<file path="config.mk">
export PLATFORM = sky130hd
export DESIGN_NAME = tlu_dut_port
export DESIGN_NICKNAME = d
export VERILOG_FILES = /design/src/rtl/tlu_dut_port.sv
export SDC_FILE = /design/constraint.sdc
export NUM_CORES = 1
export LEC_CHECK = 0
export CORE_UTILIZATION = 46
export CTS_BUF_LIST = sky130_fd_sc_hd__clkbuf_4 sky130_fd_sc_hd__clkbuf_8
export DETAILED_ROUTE_END_ITERATION = 7
export GPL_ROUTABILITY_DRIVEN = 0
export PLACE_DENSITY = 0.75
export SLEW_MARGIN = 30
export SYNTH_ARGS = -nofsm -noshare
export SYNTH_HDL_FRONTEND = slang
export SYNTH_SLANG_ARGS = --single-unit
</file>
<file path="constraint.sdc">
create_clock -name CLK -period 2.3 [get_ports CLK]
set_input_delay 0.345 -clock CLK [delete_from_list [all_inputs] [get_ports CLK]]
set_output_delay 0.345 -clock CLK [all_outputs]
set_load 0.005 [all_outputs]
</file>
<file path="src/rtl/tlu_dut_port.sv">
// tlu_dut_port: trigger/handshake port from a trigger logic unit towards one DUT.
// Supports a fixed-length trigger pulse, a busy handshake, and a busy handshake
// with the trigger number shifted out serially on the DUT's own shift clock.
module tlu_dut_port #(
    parameter int TRIGGER_BITS = 15,
    parameter int TIMEOUT      = 255,
    parameter int PULSE_LEN    = 4
) (
    input  logic                    CLK,
    input  logic                    RST,
    input  logic                    ENABLE,
    input  logic [1:0]              MODE,
    input  logic                    TRIGGER_IN,
    input  logic [TRIGGER_BITS-1:0] TRIGGER_ID,
    input  logic                    DUT_BUSY,
    input  logic                    DUT_CLOCK,
    output logic                    DUT_TRIGGER,
    output logic                    READY,
    output logic                    ACCEPTED,
    output logic                    SKIPPED,
    output logic                    TIMEOUT_FLAG,
    output logic [31:0]             TRIGGER_CNT
);

    localparam int BIT_W   = $clog2(TRIGGER_BITS + 1);
    localparam int TMO_W   = 16;
    localparam int PULSE_W = 8;

    // Counter terminal values, sized to their counters
    localparam logic [BIT_W-1:0]   LAST_BIT   = BIT_W'(TRIGGER_BITS);
    localparam logic [TMO_W-1:0]   TMO_LAST   = TMO_W'(TIMEOUT - 1);
    localparam logic [PULSE_W-1:0] PULSE_LAST = PULSE_W'(PULSE_LEN - 1);

    typedef enum logic [2:0] {
        S_IDLE      = 3'd0,
        S_PULSE     = 3'd1,
        S_WAIT_BUSY = 3'd2,
        S_SHIFT     = 3'd3,
        S_WAIT_IDLE = 3'd4
    } state_t;

    // ------------------------------------------------------------------
    // Synchronizers for the two asynchronous DUT inputs (bit 0 busy, bit 1 clock)
    // ------------------------------------------------------------------
    logic [1:0] async_in;
    logic [1:0] sync_lvl;

    assign async_in = {DUT_CLOCK, DUT_BUSY};

    generate
        for (genvar gi = 0; gi < 2; gi++) begin : g_sync
            logic meta_reg;
            logic sync_reg;

            // Two-flop synchronizer, cleared by reset
            always_ff @(posedge CLK) begin
                if (RST) begin
                    meta_reg <= 1'b0;
                    sync_reg <= 1'b0;
                end else begin
                    meta_reg <= async_in[gi];
                    sync_reg <= meta_reg;
                end
            end

            assign sync_lvl[gi] = sync_reg;
        end
    endgenerate

    logic busy_sync;
    logic dclk_sync;
    logic dclk_dly_reg;
    logic dclk_rise;
    logic dclk_fall;

    assign busy_sync = sync_lvl[0];
    assign dclk_sync = sync_lvl[1];

    // Third flop on the DUT clock path, used only for edge detection
    always_ff @(posedge CLK) begin
        if (RST) begin
            dclk_dly_reg <= 1'b0;
        end else begin
            dclk_dly_reg <= dclk_sync;
        end
    end

    assign dclk_rise = dclk_sync & ~dclk_dly_reg;
    assign dclk_fall = ~dclk_sync & dclk_dly_reg;

    // ------------------------------------------------------------------
    // Control state
    // ------------------------------------------------------------------
    state_t                    state_reg,    state_next;
    logic                      trig_reg,     trig_next;
    logic [TRIGGER_BITS-1:0]   id_reg,       id_next;
    logic [1:0]                mode_reg,     mode_next;
    logic [31:0]               cnt_reg,      cnt_next;
    logic [BIT_W-1:0]          bit_reg,      bit_next;
    logic [TMO_W-1:0]          tmo_reg,      tmo_next;
    logic [PULSE_W-1:0]        pulse_reg,    pulse_next;
    logic                      acc_reg,      acc_next;
    logic                      skip_reg,     skip_next;
    logic                      tflag_reg,    tflag_next;

    logic accept;
    logic tmo_hit;

    assign accept  = (state_reg == S_IDLE) & ENABLE & TRIGGER_IN & ~busy_sync;
    assign tmo_hit = (tmo_reg == TMO_LAST);

    // State register: every control register updates here, reset wins unconditionally
    always_ff @(posedge CLK) begin
        if (RST) begin
            state_reg <= S_IDLE;
            trig_reg  <= 1'b0;
            id_reg    <= '0;
            mode_reg  <= 2'd0;
            cnt_reg   <= 32'd0;
            bit_reg   <= '0;
            tmo_reg   <= '0;
            pulse_reg <= '0;
            acc_reg   <= 1'b0;
            skip_reg  <= 1'b0;
            tflag_reg <= 1'b0;
        end else begin
            state_reg <= state_next;
            trig_reg  <= trig_next;
            id_reg    <= id_next;
            mode_reg  <= mode_next;
            cnt_reg   <= cnt_next;
            bit_reg   <= bit_next;
            tmo_reg   <= tmo_next;
            pulse_reg <= pulse_next;
            acc_reg   <= acc_next;
            skip_reg  <= skip_next;
            tflag_reg <= tflag_next;
        end
    end

    // Next-state logic: transitions, counters and the registered DUT_TRIGGER value
    always_comb begin
        state_next = state_reg;
        trig_next  = trig_reg;
        id_next    = id_reg;
        mode_next  = mode_reg;
        cnt_next   = cnt_reg;
        bit_next   = bit_reg;
        tmo_next   = tmo_reg;
        pulse_next = pulse_reg;
        acc_next   = 1'b0;
        skip_next  = TRIGGER_IN & ~accept;
        tflag_next = 1'b0;

        case (state_reg)
            S_IDLE: begin
                if (accept) begin
                    id_next    = TRIGGER_ID;
                    mode_next  = MODE;
                    acc_next   = 1'b1;
                    cnt_next   = cnt_reg + 32'd1;
                    trig_next  = 1'b1;
                    tmo_next   = '0;
                    pulse_next = '0;
                    bit_next   = '0;
                    state_next = (MODE == 2'd0) ? S_PULSE : S_WAIT_BUSY;
                end
            end

            S_PULSE: begin
                if (pulse_reg == PULSE_LAST) begin
                    trig_next  = 1'b0;
                    state_next = S_IDLE;
                end else begin
                    pulse_next = pulse_reg + PULSE_W'(1);
                end
            end

            S_WAIT_BUSY: begin
                if (busy_sync) begin
                    // Modes 2 and 3 both carry the trigger number
                    trig_next  = 1'b0;
                    tmo_next   = '0;
                    bit_next   = '0;
                    state_next = (mode_reg == 2'd1) ? S_WAIT_IDLE : S_SHIFT;
                end else if (tmo_hit) begin
                    trig_next  = 1'b0;
                    tflag_next = 1'b1;
                    state_next = S_IDLE;
                end else begin
                    tmo_next = tmo_reg + TMO_W'(1);
                end
            end

            S_SHIFT: begin
                if (dclk_rise) begin
                    tmo_next = '0;
                    // Surplus rising edges after the last bit leave the line untouched
                    if (bit_reg < LAST_BIT) begin
                        trig_next = id_reg[bit_reg];
                        bit_next  = bit_reg + BIT_W'(1);
                    end
                end else if (dclk_fall) begin
                    tmo_next = '0;
                    if (bit_reg == LAST_BIT) begin
                        trig_next  = 1'b0;
                        state_next = S_WAIT_IDLE;
                    end
                end else if (tmo_hit) begin
                    trig_next  = 1'b0;
                    tflag_next = 1'b1;
                    state_next = S_IDLE;
                end else begin
                    tmo_next = tmo_reg + TMO_W'(1);
                end
            end

            S_WAIT_IDLE: begin
                if (!busy_sync) begin
                    state_next = S_IDLE;
                end else if (tmo_hit) begin
                    trig_next  = 1'b0;
                    tflag_next = 1'b1;
                    state_next = S_IDLE;
                end else begin
                    tmo_next = tmo_reg + TMO_W'(1);
                end
            end

            default: begin
                trig_next  = 1'b0;
                state_next = S_IDLE;
            end
        endcase
    end

    // Output logic: READY decoded from the registered state, everything else registered
    always_comb begin
        READY        = (state_reg == S_IDLE);
        DUT_TRIGGER  = trig_reg;
        ACCEPTED     = acc_reg;
        SKIPPED      = skip_reg;
        TIMEOUT_FLAG = tflag_reg;
        TRIGGER_CNT  = cnt_reg;
    end

endmodule
</file>
==> results of run 1 <==
power by group:
group          leakage (nW)  switching (mW)  internal [mW]
registers             0.720          0.0316           1.58
logic                 0.962           0.201          0.171
clock network         0.105           0.578          0.538
synthesized netlist by cell type (3+ instances only):
cell type,n
sky130_fd_sc_hd__dfxtp_1,89
sky130_fd_sc_hd__nand4_1,16
sky130_fd_sc_hd__xnor2_1,33
sky130_fd_sc_hd__nand2_1,61
sky130_fd_sc_hd__or3_1,10
sky130_fd_sc_hd__and3_1,3
sky130_fd_sc_hd__nand3_1,22
sky130_fd_sc_hd__mux4_2,3
sky130_fd_sc_hd__nor4_1,9
sky130_fd_sc_hd__a211oi_1,4
sky130_fd_sc_hd__o22ai_1,3
sky130_fd_sc_hd__buf_6,3
sky130_fd_sc_hd__or2_2,3
sky130_fd_sc_hd__or4_1,4
sky130_fd_sc_hd__ha_1,5
sky130_fd_sc_hd__and4_1,4
sky130_fd_sc_hd__nor4_2,4
sky130_fd_sc_hd__o21ai_0,10
sky130_fd_sc_hd__xor2_1,13
sky130_fd_sc_hd__nand2b_1,3
sky130_fd_sc_hd__a21oi_1,30
sky130_fd_sc_hd__nor3_2,7
sky130_fd_sc_hd__nor2_1,63
sky130_fd_sc_hd__inv_1,18
sky130_fd_sc_hd__mux2i_1,4
sky130_fd_sc_hd__nor3_1,10
sky130_fd_sc_hd__and2_1,6
sky130_fd_sc_hd__nor2b_1,11
sky130_fd_sc_hd__clkbuf_1,20
routing by layer:
metal / global-route usage [%] / vias to the layer above / share of wire [%] / routed length [µm]
li1: - / 1893 / - / -
met1: 27.9 / 1796 / 46 / 4640
met2: 36.3 / 82 / 48 / 4890
met3: 4.40 / 19 / 3.9 / 392
met4: 8.27 / 0 / 1.9 / 192
met5: 0 / - / 0 / 0
layout by cell type, fill, tap and decap left out, types with 7 or more instances in the layout:
cell and instances:
sky130_fd_sc_hd__a21oi_1 30, sky130_fd_sc_hd__nor3_1 10, sky130_fd_sc_hd__nor4_1 9, sky130_fd_sc_hd__nand4_1 16
sky130_fd_sc_hd__buf_4 26, sky130_fd_sc_hd__xnor2_1 33, sky130_fd_sc_hd__xor2_1 13, sky130_fd_sc_hd__nor2b_1 11
sky130_fd_sc_hd__dfxtp_1 89, sky130_fd_sc_hd__clkdlybuf4s50_1 58, sky130_fd_sc_hd__nor3_2 7, sky130_fd_sc_hd__nand3_1 22
sky130_fd_sc_hd__nor2_1 63, sky130_fd_sc_hd__inv_1 18, sky130_fd_sc_hd__or3_1 10, sky130_fd_sc_hd__o21ai_0 10
sky130_fd_sc_hd__clkbuf_8 10, sky130_fd_sc_hd__nand2_1 61
stage by stage:
step                util (%)  TNS (ns)
floorplan                  -         0
global placement        57.3         0
detailed placement      57.3   -0.0175
CTS                     59.6         0
global route            59.6         0
finish                  59.6         0
cell families (layout without fill, tap and decap cells):
| kind of cell | count (synthesis) | count (layout) | synth area share [%] |
|---|---|---|---|
| compound gates | 66 | 66 | 9.82 |
| xor+xnor | 46 | 46 | 9.42 |
| fa+ha+maj | 5 | 5 | 1.46 |
| buf+inv | 44 | 118 | 4.44 |
| flops | 89 | 89 | 41.6 |
| mux | 7 | 7 | 2.51 |
| simple gates | 248 | 248 | 30.7 |
layout make-up:
cell class	count	area, µm²	share of cell area, %
repair buffers	85	781	14.8
clock inverters	5	63.8	1.21
multi-input cells	372	2310	43.8
well taps	108	135	2.56
clock buffers	10	138	2.61
flip-flops and latches	89	1780	33.8
inverters	18	67.6	1.28
worst reg2reg max path, stage by stage (launching register included):
cell,delay [ns]
sky130_fd_sc_hd__dfxtp_1,0.42
sky130_fd_sc_hd__nand4_2,0.18
sky130_fd_sc_hd__or4_4,0.56
sky130_fd_sc_hd__or3_1,0.44
sky130_fd_sc_hd__or3_1,0.33
sky130_fd_sc_hd__a21oi_1,0.14
final timing paths:
kind,start,endpoint
max,state_reg[2],READY
max reg2reg,TRIGGER_CNT[13],TRIGGER_CNT[30]
min reg2reg,g_sync[1].meta_reg,dclk_sync
min,RST,pulse_reg[1]
==> out/qor.log, run 1 <==
qor: finish.largest_register_ffs 32
qor: grt.grt_antenna_before_repair 0
qor: worst_setup_path.endpoint_kind output port
qor: clock_network.cts.sinks 89
qor: clock_network.clkLatencyLatePin 0.37 ns
qor: die.ioPinCount 60
qor: finish.layout.cells.non_filler 687
qor: worst_setup_path.path_cells or3_4 > inv_1 > clkdlybuf4s50_1
qor: logic_synthesis.post_syn_instances 505
qor: sta.finalHoldViolations 0
qor: clock_network.root_buffer_master sky130_fd_sc_hd__clkbuf_8
qor: worst_setup_path.critical_path_buffer_and_inverter_count 2
qor: logic_synthesis.synth-main-ff-cell sky130_fd_sc_hd__dfxtp_1
qor: finish.fin_nets 603
qor: worst_setup_path.arrival 1.81 ns
qor: worst_setup_path.worst_r2r_path_depth 5
qor: sta.fin_crit_sh 93.5%
qor: placement.dp_hpwl 7.31 mm
qor: pwr.leak 1.79 nW
qor: grt.grtUsageTotal 21.8%
qor: worst_hold_path.worstHoldPathType primary input to flip-flop
qor: clock_network.post_cts_repair_setup_buffers 0
qor: logic_synthesis.synth-seq-area-share 41.6%
qor: clock_network.cts_repair_resize_count 0
qor: logic_synthesis.yosysUniqueCellTypes 57
qor: clock_network.cts_tree yes
qor: logic_synthesis.ys_ff_latch 89
qor: die.die_width 98.5 µm
qor: sta.fin_worst_skew 0.0120 ns
qor: clock_network.clk_path_buf_depth 2
qor: pwr.peak_vdd_ir 0.000270 V
qor: detailed_routing.ant_nets 0
qor: clock_network.clkTransAtPathRegs 0.09 ns
qor: grt.largest_net_degree_at_the_start_of_global_routing 39
qor: logic_synthesis.mappedNetlistArea 4280 µm²
qor: worst_setup_path.crit_slowest_cell sky130_fd_sc_hd__clkdlybuf4s50_1
qor: finish.post_route_cells_drive_above_1_share 11.6%
qor: finish.design_area 5280 µm²
qor: detailed_routing.dr.pass1.iters 4
qor: logic_synthesis.synth_fp_nets 533
qor: sta.worst_pin_slew 0.545 ns
qor: clock_network.htree_levels 3
qor: worst_setup_path.criticalPathCategory flip-flop to output port
qor: sta.setup_viol 0
qor: sta.fin_ws 0.149 ns
qor: finish.nFillCells 793
qor: pwr.power_density_of_the_placed_cells 588 nW/µm²
qor: pwr.totalPowerFinal 3.10 mW
qor: worst_setup_path.timing.critical_path.required 1.96 ns
qor: finish.num_antenna_cells 0
qor: logic_synthesis.synth_area_per_cell 8.47 µm²
qor: detailed_routing.drc 0
qor: sta.holdWs 0.315 ns
qor: placement.io_buffers 59
qor: sta.slew_violations 0
qor: run_status.status completed
qor: worst_setup_path.timing.critical_path.fanout_max 4
qor: logic_synthesis.number_of_enable_flip_flop_cells_after_synthesis 0
qor: sta.grt_setup_unrepaired false
qor: detailed_routing.via_per_inst 5.52
qor: grt.globalRoute.totalOverflow 0
qor: worst_hold_path.holdPathStages 2
qor: sta.finalCriticalPeriod 2.15 ns
qor: logic_synthesis.synth_top_area_share 41.6%
qor: logic_synthesis.synth_warnings 0
qor: worst_setup_path.cp_top_family buffers and inverters
qor: die.core_area 8850 µm²
qor: detailed_routing.routed-via-count 3790
qor: die.die-height 98.5 µm
qor: placement.detailed_place.area 5070 µm²
qor: die.num_rows 34
qor: finish.area_growth_syn_to_fin 23.3%
qor: worst_setup_path.max_stage_delay 0.53 ns
qor: worst_setup_path.timing.reg2reg.setup_slack 0.17 ns
qor: die.initial_core_util 48.4%
qor: grt.grt_pass1_wl 17.2 mm
qor: placement.placed_cell_count 672
qor: detailed_routing.routed_wire_length_per_instance 14.7 µm
qor: logic_synthesis.synth_area_leader_cell sky130_fd_sc_hd__dfxtp_1
qor: worst_setup_path.start_kind flip-flop
qor: placement.detailedPlace.worstSlack -0.0175 ns
qor: clock_network.cts.hold.buffers_added 0
qor: detailed_routing.drt-initial-drc-count 151
qor: logic_synthesis.ys_async_sr_fraction 0%
qor: die.die-area 9690 µm²
qor: run.max-cap-violations 0
qor: sta.max_slew_margin 63.6%
qor: grt.first_global_vias 3699
qor: logic_synthesis.netlist_top_cells_area sky130_fd_sc_hd__dfxtp_1 (42%), sky130_fd_sc_hd__xnor2_1 (6.8%), sky130_fd_sc_hd__nor2_1 (5.5%)
qor: clock_network.cts_buffers 9
qor: sta.timing.fmax 0.465 GHz
qor: worst_setup_path.cp_num_cells 3
qor: detailed_routing.routed_wl 10.1 mm
(Power assumes the default switching activity.)
==> run 2: changes to the inputs <==
- ABC_AREA: not set -> 1
- PLACE_DENSITY: 0.75 -> 0.69
==> run 2 against run 1 <==
  * Non-clock buffer count fell by 17
  * Critical path depth rose by 1
  * Die area rose by 9.1%
  * Global-route usage rose by 0.67 points
  * Wire length rose by 14%
  * Via count rose by 22%
  * Worst hold slack improved by 0.10 ns
  * Sequential share of layout area fell by 2.3 points
  * Area after synthesis rose by 9.3%
  * Cell count rose by 31%
  * Clock skew barely moved
==> out/qor.log, run 2 <==
qor: detailed_routing.drc 0 [unchanged]
qor: finish.fin_nets 793 [+32%]
qor: die.die-area 10600 µm² [+9.1%]
qor: finish.num_antenna_cells 0 [unchanged]
qor: placement.placed_cell_count 887 [+32%]
qor: grt.grt_pass1_wl 18.7 mm [+8.8%]
qor: grt.first_global_vias 4108 [+11%]
qor: pwr.power.internal 2.63 mW [+15%]
qor: finish.area_growth_syn_to_fin 21.3%
qor: logic_synthesis.mappedNetlistArea 4680 µm² [+9.3%]
qor: grt.met1_usage 31.4% [+3.5 points]
qor: sta.timing.fmax 0.487 GHz [+4.8%]
qor: worst_setup_path.criticalPathCategory flip-flop to output port
qor: run.max-cap-violations 0 [unchanged]
qor: logic_synthesis.yosysMostFrequentCell sky130_fd_sc_hd__nand2_1
qor: logic_synthesis.synthTopCellsByCount sky130_fd_sc_hd__nand2_1 (175), sky130_fd_sc_hd__nor2_1 (99), sky130_fd_sc_hd__dfxtp_1 (89)
qor: clock_network.cts_tree yes
qor: finish.post_route_cells_drive_above_1_share 7.27% [-4.3 points]
qor: worst_setup_path.timing.critical_path.required 1.96 ns [about the same]
qor: clock_network.clk_path_buf_depth 2 [unchanged]
qor: pwr.peak_vdd_ir 0.000338 V [+25%]
qor: worst_hold_path.holdPathStages 2 [unchanged]
qor: sta.grt_setup_unrepaired false
qor: sta.worst_pin_slew 0.548 ns [+0.00355 ns]
qor: pwr.power.share.clock 31.9% [-4.1 points]
qor: die.num_rows 36 [+5.9%]
qor: grt.use_met3 4.41% [+0.0096 points]
qor: worst_setup_path.worst_r2r_path_depth 11 [+6]
qor: pwr.power.switching_fraction 31.6% [+5.4 points]
qor: placement.dp_hpwl 8.63 mm [+18%]
qor: grt.grt_util_met2 34.9% [-1.5 points]
qor: placement.io_buffers 59 [unchanged]
qor: pwr.power_density_of_the_placed_cells 678 nW/µm² [+15%]
qor: logic_synthesis.ys_ff_latch 89 [unchanged]
qor: worst_setup_path.endpoint_kind output port
qor: detailed_routing.drt-initial-drc-count 185 [+23%]
qor: die.initial_core_util 47.6% [-0.74 points]
qor: pwr.combinationalPowerShare 23.7% [+12 points]
qor: clock_network.cts.hold.buffers_added 0 [unchanged]
qor: die.die-height 103 µm [+4.4%]
qor: die.core_area 9820 µm² [+11%]
qor: clock_network.post_cts_repair_setup_buffers 0 [unchanged]
qor: sta.setup_viol 0 [unchanged]
qor: worst_setup_path.timing.reg2reg.setup_slack 0.35 ns [+0.18 ns]
qor: detailed_routing.dr.pass1.iters 5 [+1]
qor: clock_network.htree_levels 3 [unchanged]
qor: finish.nFillCells 997 [+26%]
qor: detailed_routing.routed-via-count 4620 [+22%]
qor: sta.fin_worst_skew 0.0119 ns [-0.0000830 ns]
qor: sta.max_slew_margin 63.4% [-0.20 points]
qor: clock_network.clkLatencyLatePin 0.37 ns [about the same]
qor: logic_synthesis.synth_area_per_cell 6.70 µm² [-21%]
qor: die.ioPinCount 60 [unchanged]
qor: detailed_routing.via_per_inst 5.12 [-7.3%]
qor: finish.sequential_cell_area 1780 µm² [unchanged]
qor: logic_synthesis.synth_top_area_share 38.1% [-3.5 points]
qor: clock_network.clkTransAtPathRegs 0.08 ns [about the same]
qor: die.die_width 103 µm [+4.4%]
qor: grt.grtUsageTotal 22.5% [+0.67 points]
qor: pwr.totalPowerFinal 3.84 mW [+24%]
qor: finish.multiInputGateArea 2490 µm² [+7.6%]
qor: worst_hold_path.worst_hold_endpoint dclk_sync
qor: sta.setup_tns 0 ns [unchanged]
qor: sta.finalCriticalPeriod 2.05 ns [-0.0980 ns]
qor: finish.largest_register_ffs 32 [unchanged]
qor: finish.layout.cells.non_filler 903 [+31%]
qor: logic_synthesis.ys_async_sr_fraction 0% [unchanged]
qor: sta.slew_violations 0 [unchanged]
qor: pwr.leak 2.07 nW [+16%]
qor: logic_synthesis.synth_warnings 0 [unchanged]
qor: pwr.switching_power_of_the_nets 1.21 mW [+50%]
qor: logic_synthesis.synth-main-ff-cell sky130_fd_sc_hd__dfxtp_1
qor: logic_synthesis.yosysUniqueCellTypes 41 [-28%]
qor: logic_synthesis.synth_fp_nets 726 [+36%]
qor: finish.mostFrequentLayoutCell sky130_fd_sc_hd__nand2_1
qor: pwr.p_seq_share 44.4% [-7.6 points]
qor: worst_setup_path.arrival 1.71 ns [-0.10 ns]
qor: sta.fin_crit_sh 89.2% [-4.3 points]
qor: clock_network.root_buffer_master sky130_fd_sc_hd__clkbuf_8
qor: clock_network.cts_buffers 9 [unchanged]
qor: worst_setup_path.timing.critical_path.fanout_max 4 [unchanged]
qor: grt.globalRoute.totalOverflow 0 [unchanged]
qor: logic_synthesis.synth-seq-area-share 38.1% [-3.5 points]
qor: finish.highest_count_cells_in_the_layout_ignoring_fill_and_taps sky130_fd_sc_hd__nand2_1 (175), sky130_fd_sc_hd__nor2_1 (98), sky130_fd_sc_hd__dfxtp_1 (89)
qor: placement.detailed_place.area 5440 µm² [+7.2%]
qor: detailed_routing.routed_wire_length_per_instance 12.7 µm [-13%]
qor: logic_synthesis.number_of_enable_flip_flop_cells_after_synthesis 0 [unchanged]
qor: clock_network.cts.sinks 89 [unchanged]
qor: worst_setup_path.critical_path.reg2reg.startpoint tmo_reg[0]
qor: worst_setup_path.worst_r2r_endpoint tmo_reg[15]
qor: sta.finalHoldViolations 0 [unchanged]
qor: grt.gr-max-usage-layer met2
qor: grt.largest_net_degree_at_the_start_of_global_routing 37 [-5.1%]
qor: worst_hold_path.worstHoldPathType flip-flop to flip-flop
qor: logic_synthesis.post_syn_instances 698 [+38%]
qor: run_status.status completed
qor: logic_synthesis.netlist_top_cells_area sky130_fd_sc_hd__dfxtp_1 (38%), sky130_fd_sc_hd__nand2_1 (14%), sky130_fd_sc_hd__nor2_1 (7.9%)
qor: worst_hold_path.hp-start g_sync[1].meta_reg
qor: worst_setup_path.start_kind flip-flop
qor: logic_synthesis.synth_area_leader_cell sky130_fd_sc_hd__dfxtp_1
qor: detailed_routing.routed_wl 11.5 mm [+14%]
qor: grt.grt_antenna_before_repair 0 [unchanged]
qor: finish.design_area 5670 µm² [+7.4%]
qor: detailed_routing.ant_nets 0 [unchanged]
-- run 2: cell types whose count changed after synthesis, sizes merged, moves of 8 or more --
cell	change
a21oi	+18
a22o	+10
clkbuf	-16
inv	+72
nand2	+120
nand3	+16
nand4	-8
nor2	+48
nor2b	-11
nor3	+12
nor4	-9
o21ai	+23
or3	-11
xnor2	-31
-- run 2: layout make-up --
| cell class | instances | share of cell area [%] |
|---|---|---|
| Multi-Input combinational cell | 506 | 43.8 |
| Sequential cell | 89 | 31.4 |
| Timing Repair Buffer | 68 | 11.6 |
| Inverter | 91 | 6.16 |
| Tap cell | 133 | 2.93 |
| Clock buffer | 11 | 2.67 |
| Clock inverter | 5 | 1.37 |
-- run 2: kinds of logic after synthesis --
| kind of cell | synth area share, % |
|---|---|
| fa+ha+maj | 1.34 |
| flops | 38.1 |
| simple gates | 36.4 |
| compound gates | 12.0 |
| buf+inv | 8.78 |
| xor+xnor | 3.37 |
-- run 2: critical path, stage by stage (launching register included) --
cell and delay, ns:
sky130_fd_sc_hd__dfxtp_1 0.34, sky130_fd_sc_hd__nor2_1 0.22, sky130_fd_sc_hd__nand2_2 0.14, sky130_fd_sc_hd__inv_2 0.13
sky130_fd_sc_hd__clkdlybuf4s50_1 0.52
-- run 2: timing repair --
action	4_1_cts	5_1_grt
endpoints found under the setup margin	0	10
endpoints found under the hold margin	0	0
gates resized for setup	0	1
-- run 2: how the worst max path moves through the flow --
stage                 start            to  cells past startpoint
2_1_floorplan    tmo_reg[0]   tmo_reg[15]                     11
3_3_place_gp     TRIGGER_IN  pulse_reg[3]                      6
3_5_place_dp     TRIGGER_IN  pulse_reg[3]                      6
4_1_cts          TRIGGER_IN    id_reg[12]                      6
5_1_grt        state_reg[1]         READY                      4
6_report       state_reg[1]         READY                      4
-- run 2: per-layer routing --
metal / up-vias / wire (µm)
li1: 2368 / -
met1: 2116 / 5850
met2: 126 / 4980
met3: 10 / 588
met4: 0 / 97
met5: - / 0
-- run 2: stage by stage --
| step | setup slack, ns | hold WS (ns) | util [%] |
|---|---|---|---|
| 2_1_floorplan | 0.650 | 0.388 | - |
| 3_3_place_gp | -0.115 | 0.406 | 55.4 |
| 3_5_place_dp | -0.253 | 0.407 | 55.4 |
| 4_1_cts | 0.118 | 0.419 | 57.7 |
| 5_1_grt | 0.146 | 0.447 | 57.7 |
| 6_report | 0.247 | 0.416 | 57.7 |
-- run 2: power groups by stage --
stage / Combinational [mW] / Sequential, mW / Clock [mW]
floorplan: 0.643 / 1.72 / 0
global placement: 0.885 / 1.74 / 0
detailed placement: 0.902 / 1.74 / 0
CTS: 0.907 / 1.71 / 1.25
global route: 1.02 / 1.72 / 1.31
finish: 0.910 / 1.71 / 1.23
==> RTL change 1, RTL diff (settings of run 2) <==
`TMO_W`: 16 -> 32.
--- a/src/rtl/tlu_dut_port.sv
+++ b/src/rtl/tlu_dut_port.sv
@@ -25,3 +25,3 @@
     localparam int BIT_W   = $clog2(TRIGGER_BITS + 1);
-    localparam int TMO_W   = 16;
+    localparam int TMO_W   = 32;
     localparam int PULSE_W = 8;
Function: no difference found for any inputs over 4 cycles, from zero or initial values and one cycle with RST high; that may be too few to reach the edited logic, so the function may still have changed.
==> RTL change 1 against run 2 <==
Synthesized area grew 21%. Design area is 17% higher. Sequential cell count grew 16. Non-clock buffer count is 5 higher. Worst hold slack got worse by 0.0058 ns. Sequential share of layout area rose by 0.19 points. Power increased by 14%. Setup slack got worse by 0.050 ns. Routed wire length up 20%. Via count rose by 20%. Critical path depth unchanged. Clock skew shrank 0.0019 ns. Synthesized cell count grew 24%. Highest routed layer unchanged.
==> RTL change 1: results <==
<?xml version="1.0" encoding="UTF-8"?>
<metrics>
  <group name="placed_design">
    <metric name="place_worst_setup_slack" unit="ns">0.0712</metric>
    <metric name="dp.final_hpwl" unit="um">10400</metric>
  </group>
  <group name="clocking">
    <metric name="insertion_delay_to_the_later_sink_of_the_worst_skew_pair" unit="ns">0.39</metric>
    <metric name="cts.clk_slew.worst_paths" unit="ns">0.11</metric>
  </group>
  <group name="layout">
    <metric name="final_nets" unit="">960</metric>
    <metric name="drive_above_1_share" unit="%">7.36</metric>
    <metric name="fill_cells" unit="">1198</metric>
  </group>
  <group name="synthesis">
    <metric name="postSynthNetCount" unit="">892</metric>
    <metric name="compound_gate_fraction_of_synth_area" unit="%">10.0</metric>
    <metric name="post_synth_main_area_contributors" unit="">sky130_fd_sc_hd__dfxtp_1 (37%), sky130_fd_sc_hd__nand2_1 (15%), sky130_fd_sc_hd__nor2_1 (7.7%), sky130_fd_sc_hd__inv_1 (6.8%), sky130_fd_sc_hd__nand3_1 (6.7%)</metric>
    <metric name="fraction_of_the_yosys_area_taken_by_sequential_cells" unit="%">37.3</metric>
    <metric name="synth_xor_area_share" unit="%">2.64</metric>
    <metric name="synth_commonest_cells" unit="">sky130_fd_sc_hd__nand2_1 (223), sky130_fd_sc_hd__nor2_1 (115), sky130_fd_sc_hd__dfxtp_1 (105)</metric>
    <metric name="synth-adder-area-share" unit="%">1.11</metric>
  </group>
  <group name="route">
    <metric name="drc_marker_count_from_the_first_detailed_route_iteration" unit="">333</metric>
    <metric name="num_vias" unit="">5542</metric>
    <metric name="detail_route.first_pass.iterations" unit="">6</metric>
    <metric name="route.detailed.wl_per_inst" unit="um">12.7</metric>
  </group>
  <group name="grt">
    <metric name="global_route.usage.total" unit="%">23.6</metric>
    <metric name="grt_pass1_vias" unit="">5110</metric>
    <metric name="grt_pass1_wl" unit="um">24100</metric>
  </group>
  <group name="sta">
    <metric name="worst-slew-pin-transition" unit="ns">0.462</metric>
    <metric name="skew" unit="ns">0.0100</metric>
  </group>
  <group name="power">
    <metric name="max-vdd-ir-drop" unit="mV">0.433</metric>
    <metric name="net-switching-power" unit="mW">1.52</metric>
    <metric name="leakage" unit="nW">2.44</metric>
  </group>
  <group name="setup_path">
    <metric name="worst-endpoint-arrival" unit="ns">1.76</metric>
    <metric name="max_fanout_on_critical_path" unit="">6</metric>
  </group>
  <group name="status">
    <metric name="outcome" unit="">complete, no violations</metric>
  </group>
</metrics>
[RTL change 1: cell count changes after synthesis, sizes merged, moves of 8 or more]
cell | run 2 | this run
nand2 | 181 | 233
nand3 | 38 | 80
o21ai | 33 | 43
dfxtp | 89 | 105
nor3 | 29 | 37
a22o | 10 | 0
nor2 | 111 | 126
inv | 90 | 111
[RTL change 1: critical path, stage by stage, from the launching register on]
cell	delay, ns
sky130_fd_sc_hd__dfxtp_1	0.40
sky130_fd_sc_hd__nor2_2	0.19
sky130_fd_sc_hd__nand2_4	0.14
sky130_fd_sc_hd__inv_2	0.13
sky130_fd_sc_hd__clkdlybuf4s50_1	0.51
[RTL change 1: through the flow]
step / cells / instance area, um^2 / hold slack (ns)
after global routing: 1084 / 6650 / 0.428
after CTS: 1084 / 6650 / 0.415
after detailed placement: 1068 / 6440 / 0.399
after floorplan: 864 / 5640 / 0.388
after global placement: 1068 / 6440 / 0.392
final: 1084 / 6650 / 0.410
[RTL change 1: final cells by class]
class	count	area [um^2]	share of cell area (%)
multi-input cells	631	3040	45.7
inverters	112	422	6.34
well taps	147	184	2.77
flip-flops and latches	105	2100	31.6
clock inverters	7	86.3	1.30
repair buffers	73	696	10.5
clock buffers	9	124	1.86
[RTL change 1: cells by family (layout without fill, tap and decap cells)]
logic type,Yosys count,in the layout
XOR/XNOR,17,17
AO/OA/AOI/OAI,105,105
adder cells (fa/ha/maj),5,5
flip-flops,105,105
buffers and inverters,128,201
AND/OR/NAND/NOR,504,504
[RTL change 1: worst paths after layout]
path,slack (ns),endpoint,cells after the start,from
setup / recovery,0.20,READY,4,state_reg[0]$_SDFFE_PP0P_
hold / removal,0.41,busy_sync$_SDFF_PP0_,2,g_sync[0].meta_reg$_SDFF_PP0_
setup reg to reg,0.36,TRIGGER_CNT[26]$_SDFFE_PP0P_,10,TRIGGER_CNT[0]$_SDFFE_PP0P_
hold reg to reg,0.41,busy_sync$_SDFF_PP0_,2,g_sync[0].meta_reg$_SDFF_PP0_
[RTL change 1: routing by layer]
| layer | wire length (um) | track usage [%] |
|---|---|---|
| met2 | 6330 | 38.6 |
| met5 | 0 | 0 |
| met3 | 738 | 6.37 |
| met1 | 6550 | 30.7 |
| met4 | 140 | 6.13 |
[RTL change 1: power groups by stage]
stage | clock (mW) | combinational, mW | sequential, mW
after CTS | 1.28 | 1.16 | 1.99
after global placement | 0 | 1.15 | 2.03
after global routing | 1.36 | 1.31 | 2.00
after floorplan | 0 | 0.806 | 2.02
after detailed placement | 0 | 1.16 | 2.03
final | 1.24 | 1.15 | 1.99
==> RTL change 2, RTL diff (flow settings as in run 2) <==
Without the edit above. Encoding of `state_t`: now one-hot (5 bits for 5 states).
--- a/src/rtl/tlu_dut_port.sv
+++ b/src/rtl/tlu_dut_port.sv
@@ -33,8 +33,8 @@
 
-    typedef enum logic [2:0] {
-        S_IDLE      = 3'd0,
-        S_PULSE     = 3'd1,
-        S_WAIT_BUSY = 3'd2,
-        S_SHIFT     = 3'd3,
-        S_WAIT_IDLE = 3'd4
+    typedef enum logic [4:0] {
+        S_IDLE      = 5'b00001,
+        S_PULSE     = 5'b00010,
+        S_WAIT_BUSY = 5'b00100,
+        S_SHIFT     = 5'b01000,
+        S_WAIT_IDLE = 5'b10000
     } state_t;
Function: same outputs for any inputs over 10 cycles, from zero or initial values and one cycle with RST high; not proved beyond that.
==> RTL change 2 against run 2 <==
Critical path depth stayed put. Highest routed layer unchanged. Largest cell class unchanged. Power hardly changed. Sequential cell count grew 2. Synthesized area rose by 7.8%. Largest power group unchanged. Non-clock buffer count fell by 2. Global-route usage up 0.58 points. Design area up 5.9%. Setup slack worse by 0.11 ns. Critical path type unchanged. Routed wire length up 8.4%.
==> RTL change 2: results <==
<?xml version="1.0" encoding="UTF-8"?>
<metrics>
  <group name="grt">
    <metric name="grt_pass1_vias" unit="">4709</metric>
    <metric name="grt_max_degree" unit="">38</metric>
    <metric name="grt_pass1_wl" unit="um">21100</metric>
    <metric name="global_route.usage.total" unit="%">23.0</metric>
  </group>
  <group name="min_path">
    <metric name="hold_path_class" unit="">reg -&gt; reg</metric>
  </group>
  <group name="sta">
    <metric name="final_min_period_over_clock_period" unit="%">94.2</metric>
    <metric name="max-slew-margin-rel" unit="%">69.2</metric>
    <metric name="skew" unit="ns">0.00900</metric>
  </group>
  <group name="route">
    <metric name="detail_route.first_pass.iterations" unit="">4</metric>
    <metric name="route.detailed.wl_per_inst" unit="um">13.4</metric>
    <metric name="drt-vias-per-instance" unit="">5.25</metric>
  </group>
  <group name="layout">
    <metric name="final_nets" unit="">821</metric>
    <metric name="drive_above_1_share" unit="%">11.0</metric>
  </group>
  <group name="setup_path">
    <metric name="worst_flop_to_flop_path_startpoint" unit="">TRIGGER_CNT[0]$_SDFFE_PP0P_</metric>
    <metric name="r2r_cells" unit="">10</metric>
    <metric name="max_fanout_on_critical_path" unit="">6</metric>
    <metric name="critPathMaxStageDelay" unit="ns">0.55</metric>
    <metric name="timing.critical_path.from" unit="">state_reg[2]$_SDFFE_PP0P_</metric>
    <metric name="critical_path.reg2reg.endpoint" unit="">TRIGGER_CNT[24]$_SDFFE_PP0P_</metric>
    <metric name="worst-r2r-setup-slack" unit="ns">0.28</metric>
  </group>
  <group name="power">
    <metric name="max-vdd-ir-drop" unit="mV">0.398</metric>
    <metric name="leakage" unit="nW">2.16</metric>
  </group>
  <group name="placed_design">
    <metric name="place_worst_setup_slack" unit="ns">0.169</metric>
    <metric name="placed_area" unit="um^2">5770</metric>
    <metric name="dp.final_hpwl" unit="um">9150</metric>
  </group>
  <group name="synthesis">
    <metric name="synth_commonest_cells" unit="">sky130_fd_sc_hd__nand2_1 (164), sky130_fd_sc_hd__nor2_1 (108), sky130_fd_sc_hd__dfxtp_1 (91)</metric>
    <metric name="post_synth_num_cell_types" unit="">43</metric>
    <metric name="postSynth.asyncResetShare" unit="%">0</metric>
    <metric name="fraction_of_the_yosys_area_taken_by_sequential_cells" unit="%">36.1</metric>
    <metric name="post_synth_main_area_contributors" unit="">sky130_fd_sc_hd__dfxtp_1 (36%), sky130_fd_sc_hd__nand2_1 (12%), sky130_fd_sc_hd__nor2_1 (8.0%), sky130_fd_sc_hd__inv_1 (5.5%), sky130_fd_sc_hd__a21oi_1 (4.7%)</metric>
  </group>
  <group name="status">
    <metric name="outcome" unit="">complete, no violations</metric>
  </group>
</metrics>
-- RTL change 2: power by group through the flow --
stage                     clock, mW  sequential, mW  combinational (mW)
after global routing           1.36            1.75               0.952
after floorplan                   0            1.74               0.653
after detailed placement          0            1.77               0.845
after CTS                      1.29            1.74               0.849
after global placement            0            1.77               0.822
final                          1.26            1.74               0.844
-- RTL change 2: worst reg2reg max path: stages (launching register included) --
cell and delay, ns:
sky130_fd_sc_hd__dfxtp_1 0.43, sky130_fd_sc_hd__ha_1 0.25, sky130_fd_sc_hd__nand2_1 0.13, sky130_fd_sc_hd__nor2_1 0.20, sky130_fd_sc_hd__nand2_1 0.09, sky130_fd_sc_hd__nor2_1 0.14, sky130_fd_sc_hd__nand2_1 0.08, sky130_fd_sc_hd__nor3_1 0.25
sky130_fd_sc_hd__nand2_1 0.13, sky130_fd_sc_hd__o21ai_0 0.17, sky130_fd_sc_hd__a21oi_1 0.05
-- RTL change 2: final cells by class --
cell class / count / area (um^2)
fillers: 1028 / 4460
clock buffers: 12 / 159
well taps: 136 / 170
flip-flops and latches: 91 / 1820
clock inverters: 4 / 72.6
inverters: 83 / 324
repair buffers: 66 / 643
multi-input cells: 542 / 2820
-- RTL change 2: cells by family after synthesis --
logic type / after synthesis / synth area share, %
AND/OR/NAND/NOR: 414 / 39.8
AO/OA/AOI/OAI: 107 / 12.0
buffers and inverters: 101 / 7.99
flip-flops: 91 / 36.1
XOR/XNOR: 16 / 2.78
adder cells (fa/ha/maj): 5 / 1.24
-- RTL change 2: metal layers --
metal  share of wire [%]  vias to the layer above  routed length, um  track usage (%)
met4                 1.4                        0                173             7.14
li1                    -                     2506                  -                -
met1                  46                     2264               5720             28.6
met3                 4.8                       16                602             5.90
met5                   0                        -                  0                0
met2                  48                      120               5980             39.0
-- RTL change 2: how the worst min path moves through the flow --
stage                                        startpoint              endpoint  slack (ns)  cells after the start
final                     g_sync[1].meta_reg$_SDFF_PP0_  dclk_sync$_SDFF_PP0_        0.42                      2
after global routing      g_sync[1].meta_reg$_SDFF_PP0_  dclk_sync$_SDFF_PP0_        0.43                      2
after CTS                 g_sync[1].meta_reg$_SDFF_PP0_  dclk_sync$_SDFF_PP0_        0.42                      2
after detailed placement  g_sync[1].meta_reg$_SDFF_PP0_  dclk_sync$_SDFF_PP0_        0.42                      2
after global placement    g_sync[1].meta_reg$_SDFF_PP0_  dclk_sync$_SDFF_PP0_        0.40                      2
after floorplan           g_sync[0].meta_reg$_SDFF_PP0_  busy_sync$_SDFF_PP0_        0.39                      2
-- RTL change 2: per-stage QoR --
step | std cells | util (%)
floorplan | 734 | -
global placement | 918 | 55.2
detailed placement | 918 | 55.2
CTS | 934 | 57.4
global route | 934 | 57.4
finish | 934 | 57.4
